**config.mk**
```make
export PLATFORM = sky130hd
export DESIGN_NAME = grf_regfile
export DESIGN_NICKNAME = d
export VERILOG_FILES = /design/src/rtl/grf_regfile.sv
export SDC_FILE = /design/constraint.sdc
export NUM_CORES = 2
export LEC_CHECK = 0
export CAP_MARGIN = 30
export CORE_ASPECT_RATIO = 0.75
export CORE_MARGIN = 2
export CORE_UTILIZATION = 44
export DETAILED_ROUTE_END_ITERATION = 12
export GPL_ROUTABILITY_DRIVEN = 0
export RECOVER_POWER = 50
export REMOVE_ABC_BUFFERS = 1
export SETUP_SLACK_MARGIN = 0.2
export SLEW_MARGIN = 20
export SYNTH_ARGS = -nofsm -noshare
export SYNTH_HDL_FRONTEND = slang
export SYNTH_SLANG_ARGS = --single-unit
export TNS_END_PERCENT = 5
```
**constraint.sdc**
```tcl
create_clock -name clk -period 2.9 [get_ports clk]
set_clock_uncertainty 0.05 [all_clocks]
set_input_delay 0.435 -clock clk [delete_from_list [all_inputs] [get_ports clk]]
set_output_delay 0.435 -clock clk [all_outputs]
set_load 0.01 [all_outputs]
```
**src/rtl/grf_regfile.sv**
```systemverilog
// grf_regfile: general-purpose register file for the single-cycle CPU.
// 2^ADDR_W registers of DATA_W bits, two combinational read ports (A, B)
// and one synchronous write port. Register 0 always reads zero.
// Optional build macro: GRF_WRITE_BYPASS_EN adds write-through forwarding
// so a read of the register being written returns busW in the same cycle.
module grf_regfile #(
    parameter int DATA_W = 32,
    parameter int ADDR_W = 5
) (
    input  logic              clk,
    input  logic              reset,
    input  logic [ADDR_W-1:0] RA,
    input  logic [ADDR_W-1:0] RB,
    input  logic [ADDR_W-1:0] RW,
    input  logic [DATA_W-1:0] busW,
    input  logic              RegWrite,
    output logic [DATA_W-1:0] busA,
    output logic [DATA_W-1:0] busB
);

    localparam int NREG = 1 << ADDR_W;

    logic [DATA_W-1:0] regs_q [NREG];
    logic [DATA_W-1:0] regs_d [NREG];
    logic              wr_en;

    // Writes to register 0 are dropped here so it never leaves zero.
    assign wr_en = RegWrite && (RW != '0);

    // Next-state of the array: only the addressed entry changes on a write.
    always_comb begin
        for (int i = 0; i < NREG; i++) begin
            regs_d[i] = regs_q[i];
        end
        if (wr_en) begin
            regs_d[RW] = busW;
        end
        regs_d[0] = '0;
    end

    // Register array; asynchronous active-low clear overrides any write.
    always_ff @(posedge clk or negedge reset) begin
        if (!reset) begin
            for (int i = 0; i < NREG; i++) begin
                regs_q[i] <= '0;
            end
        end else begin
            for (int i = 0; i < NREG; i++) begin
                regs_q[i] <= regs_d[i];
            end
        end
    end

`ifdef GRF_WRITE_BYPASS_EN
    logic fwd_a;
    logic fwd_b;

    // Forward the in-flight write to a port reading the same register.
    always_comb begin
        fwd_a = wr_en && reset && (RA == RW);
        fwd_b = wr_en && reset && (RB == RW);
    end

    // Read ports with write-through; register 0 and reset force zero.
    always_comb begin
        busA = '0;
        busB = '0;
        if (reset && (RA != '0)) begin
            busA = fwd_a ? busW : regs_q[RA];
        end
        if (reset && (RB != '0)) begin
            busB = fwd_b ? busW : regs_q[RB];
        end
    end
`else
    // Read ports show stored contents; register 0 and reset force zero.
    always_comb begin
        busA = '0;
        busB = '0;
        if (reset && (RA != '0)) begin
            busA = regs_q[RA];
        end
        if (reset && (RB != '0)) begin
            busB = regs_q[RB];
        end
    end
`endif

endmodule

```
Word-level counts from Yosys, hierarchy flattened
Index checks and enable logic that the tools add are counted.
Widths: inputs -> output; s select.

cells by class
  equal/unequal tests = 0
  multiplexer cells = 11
  divide/modulo/power cells = 0
  multiply operators = 0
  shift-type cells = 0
  $lt $le $gt $ge = 4
  bitwise gates (word level) = 3
  reductions and logical operators = 7
  add/sub/neg operators = 0

operators with widths
  operator            count
  $bwmux 1024         1
  $bmux 32 s5         2
  $mux 32             7
  $demux 32 s5        1
  $ge 6x6->1 const B  3
  $not 5->6           3
  $reduce_bool 5->1   3
  $lt 6x1->1 const B  1
  $logic_and 1x1->1   4

word-level totals
  word-level logic and storage cells = 56
  memories = 0
  output and inout port bits = 64
  RAM bits = 0
  bits in registers = 992
  ROM bits = 0
  input port bits = 50
  latch bits = 0

Depth between registers and ports, before layout
  depth in word-level cells = 6
  mapped depth = 9
  mapped depth without buffers = 4

Worst setup path after synthesis
Ideal clock, no wire load.

  path type = input -> output
  start = in RB[1]
  end = out busB[13]
  path buffers = 4
  cell stages on the path = 8
  slack = 500 ps
  data arrival time = 1915 ps
  required time = 2415 ps
  cell sequence = buf_4 buf_6 buf_6 buf_8 mux2i_1 a22oi_1 a21oi_1 a2111oi_1

between the ends
  word-level cells in the longest chain between the ends = 5
  elaborated cells between the ends (all ways) = 7

RTL lines
  item                                        RTL line  text
  start, declared                             13        input logic [ADDR_W-1:0] RB,
  $not 5->6 (implied by the code)             84        busB = regs_q[RB];
  $bmux 32 s5                                 84
  $mux 32 (implied by the code) (2 in a row)  84
  $mux 32 *                                   83        if (reset && (RB != '0)) begin
  end, declared                               18        output logic [DATA_W-1:0] busB

Mark *: on every way between the ends. The rest lies on a longest branch, timed or not. The select of a mux whose other input is x is not followed.

Worst setup path in the final report
  start = reg regs_q[708] (netlist bit)
  end = out busB[4]

between the ends
  word-level cells in the longest chain between the ends = 4

RTL lines
  item                                        RTL line  text
  start, declared                             23        logic [DATA_W-1:0] regs_q [NREG];
  start signal, assigned by index             49        regs_q[i] <= regs_d[i];
  $bmux 32 s5                                 84
  $mux 32 (implied by the code) (2 in a row)  84
  $mux 32                                     83

Every way passes these cells. The select of a mux whose other input is x is not followed.

==> flow_metrics.py <==
metrics = {
    "routing": {
        "dr_total_vias": 36498,
        "first_pass_iters": 5,
        "final_antenna_net_count": 0,
        "post_drt_wl_per_cell_um": 30.8,
        "drc": 0,
        "drt_iter0_drc": 3566,
        "routed_wl_mm": 178,
        "vias_per_cell": 6.31,
    },
    "placement": {
        "place.port_buffers": 113,
        "dp_hpwl_mm": 118,
        "dp.cells": 5542,
        "place_area_sq_um": 60100,
    },
    "floorplanning": {
        "die_x_um": 408,
        "fp.dieH_um": 307,
        "start_util_pct": 44.2,
        "rows": 111,
        "pin_count": 114,
        "dieArea_sq_um": 125000,
        "core_sq_um": 122000,
    },
    "worst_setup_path": {
        "critPathMaxFanout": 3,
        "cpPeakStageDelay_ns": 0.46,
        "arrival_ns": 2.50,
        "r2r_cells": 2,
        "crit_path_start_kind": "flop",
        "endpoint_kind": "primary output",
        "crit_slowest_cell": "mux4_2",
        "critPathRequiredTime_ns": 2.41,
        "cpLargestDelayFamily": "multiplexers",
        "cp_common_cell": "buf_4",
        "crit_cells": 7,
        "crit_path_cell_trace": "mux4_2 -> mux2_4 -> a32oi_1 -> buf_4 -> a2111oi_2 -> buf_4 -> buf_6",
        "path_buf_inv": 3,
        "crit_type": "reg -> out",
    },
    "synthesis": {
        "synth-main-ff-cell": "dfrtp_1",
        "synth_top_family_by_area": "multiplexers",
        "ys_ff_latch": 992,
        "synth_seq_area_share_pct": 46.1,
        "synth_compound_area_share_pct": 5.88,
        "synth-xor-area-share_pct": 0,
        "synthCells": 3752,
        "synthMuxAreaShare_pct": 42.5,
        "synth_fa_ha_area_share_pct": 0,
        "syn_avg_cell_area_sq_um": 14.3,
        "synth_cell_types": 50,
        "synth-edff-count": 0,
        "synth-simple-area-share_pct": 1.71,
        "netlist_area_sq_um": 53800,
        "ys_warn_count": 0,
        "async_flop_share_pct": 100,
    },
    "pwr": {
        "peakVddDrop_mv": 0.479,
        "p_leak_nw": 28.4,
        "pwr_density_cell_nw_per_um2": 649,
    },
    "clock_network": {
        "clockBufferDepth": 3,
        "clk_latency_ns": 0.71,
        "cts_tree": "built",
        "htree_levels": 3,
        "clk_pin_slew_ns": 0.06,
        "cts_buffers": 103,
        "root_buffer": "clkbuf_16",
        "cts_sinks": 992,
    },
    "sta": {
        "finalCritPeriodShare_pct": 103,
        "finalHoldViolations": 0,
        "setup_slack_ns": -0.0830,
        "setup-violations-final": 17,
        "drv_slew": 244,
        "fmaxAchievable_ghz": 0.335,
        "timing.slew.headroom_pct": -41.7,
        "worstMarginPinSlew_ns": 2.13,
        "fin_crit_ns": 2.98,
        "rsz0062_at_grt": "true",
    },
    "finish": {
        "synthToLayoutAreaGrowth_pct": 19.7,
        "fin_area_sq_um": 64400,
        "largest_register": "regs_q",
        "final.fill_count": 10210,
        "nets": 4111,
        "antenna_cells": 0,
        "drive_gt1_share_pct": 53.3,
        "stdcell_count": 5783,
        "top_regs": "regs_q: 992 flops",
        "largest_reg_flops": 992,
    },
    "status": {
        "violations": "capacitance limit, slew limit, setup timing",
        "status": "finished, violations left",
    },
    "global_routing": {
        "grt_max_degree": 150,
        "grt.overflow.total": 0,
        "grt_pass1_vias": 37182,
        "grt_antenna_before_repair": 2,
        "track_usage_pct": 28.6,
        "grt_pass1_wl_mm": 263,
    },
    "worst_hold_path": {
        "hold_path.class": "in -> async",
    },
    "flow_run": {
        "max_cap_violations": 5,
    },
}
[logic make-up after synthesis]
logic type / Yosys count
AOI/OAI and AO/OA: 436
buffers and inverters: 405
DFF: 992
muxes: 1740
and+or+nand+nor: 179
[where the power goes]
part / switching [mW] / internal, mW
Combinational: 3.73 / 5.55
Sequential: 2.13 / 16.6
Clock: 5.83 / 8.00
Total: 11.7 / 30.1
[metrics by stage]
stage | utilization (%) | total power, mW | TNS, ns | worst slack (ns) | hold slack [ns]
floorplan | - | 23.9 | -11.86 | -0.374 | 0.0894
global placement | 49.3 | 27.5 | -22.06 | -0.704 | 0.269
detailed placement | 49.3 | 27.7 | -22.15 | -0.682 | 0.264
CTS | 53.0 | 41.9 | -1.01 | -0.113 | 0.0649
global route | 52.9 | 43.7 | -1.50 | -0.147 | 0.227
finish | 52.9 | 41.8 | -0.444 | -0.0830 | 0.211
[worst register-to-register path, cell delays in order (launching register included)]
cell and delay (ns):
dfrtp_1 0.40, buf_4 0.15, mux2_2 0.25
[synth_stat cells (all sizes together) (21+ instances only)]
cell,instances,area (sq um)
a221o,31,310
buf,228,1390
mux4,328,7390
o211a,32,320
o22ai,32,200
a211oi,32,240
nand2,71,267
a21oi,108,541
a22oi,88,661
a31oi,32,200
mux2,1055,11900
o21ai,32,160
clkbuf,176,661
nor2,21,88.8
mux2i,357,3570
dfrtp,992,24800
nand2b,33,206
[cell usage in the layout (no fill, tap or decap), types with 11 or more instances in the layout]
| master | n |
|---|---|
| mux2_4 | 26 |
| a221o_1 | 31 |
| nand4_1 | 19 |
| buf_2 | 31 |
| a22oi_2 | 27 |
| o211a_1 | 32 |
| clkbuf_16 | 106 |
| o21ai_0 | 25 |
| mux2i_1 | 350 |
| a22oi_1 | 61 |
| mux2_2 | 1018 |
| a222oi_1 | 19 |
| clkdlybuf4s50_1 | 36 |
| mux4_2 | 328 |
| a31oi_1 | 31 |
| o22ai_1 | 32 |
| nand2_1 | 55 |
| nand2b_1 | 32 |
| buf_6 | 30 |
| mux2_1 | 11 |
| buf_12 | 114 |
| clkbuf_1 | 49 |
| nand2_2 | 14 |
| a21oi_2 | 28 |
| a21oi_1 | 80 |
| a211oi_1 | 32 |
| nor2_4 | 13 |
| buf_4 | 322 |
| clkbuf_8 | 23 |
| dfrtp_1 | 992 |
| clkbuf_2 | 19 |
| clkinv_2 | 19 |
[metal layers]
layer | share of wire (%) | up-vias | wire length [um] | GRT usage, %
met4 | 3.2 | 4 | 5730 | 8.46
met2 | 43 | 1426 | 77100 | 41.8
met5 | 0.013 | - | 23 | 0
li1 | - | 15123 | - | -
met3 | 8.6 | 283 | 15300 | 7.63
met1 | 45 | 19662 | 80200 | 41.8
[worst paths after layout]
check                                         from                      end  slack [ns]
max in group asynchronous                    reset  regs_q[249]$_DFFE_PN0P_        0.29
min                                          reset  regs_q[260]$_DFFE_PN0P_        0.21
min reg2reg                regs_q[102]$_DFFE_PN0P_  regs_q[102]$_DFFE_PN0P_        0.46
max                        regs_q[708]$_DFFE_PN0P_                  busB[4]       -0.08
max reg2reg                regs_q[608]$_DFFE_PN0P_  regs_q[608]$_DFFE_PN0P_        1.93
min in group clk           regs_q[102]$_DFFE_PN0P_  regs_q[102]$_DFFE_PN0P_        0.46
[repair_timing]
| action | 4_1_cts | 5_1_grt |
|---|---|---|
| pin swaps | 71 | 44 |
| hold buffers | 8 | 0 |
| setup buffers | 37 | 2 |
| gates cloned | 4 | 0 |
| setup endpoints to repair | 64 | 64 |
| endpoints found under the hold margin | 116 | 0 |
| gates resized for setup | 304 | 64 |
[final cells by class]
cell class                 count  area [sq um]  share of cell area, %
clock buffer                 156          3070                   4.77
clock inverter                33           394                  0.612
inverter                       1          3.75                0.00583
multi-input combinational   2355         27700                   43.1
sequential                   992         24800                   38.6
tap                         1638          2050                   3.18
timing repair buffer         608          6290                   9.77
Note: power is estimated with default switching activity, not from simulation.
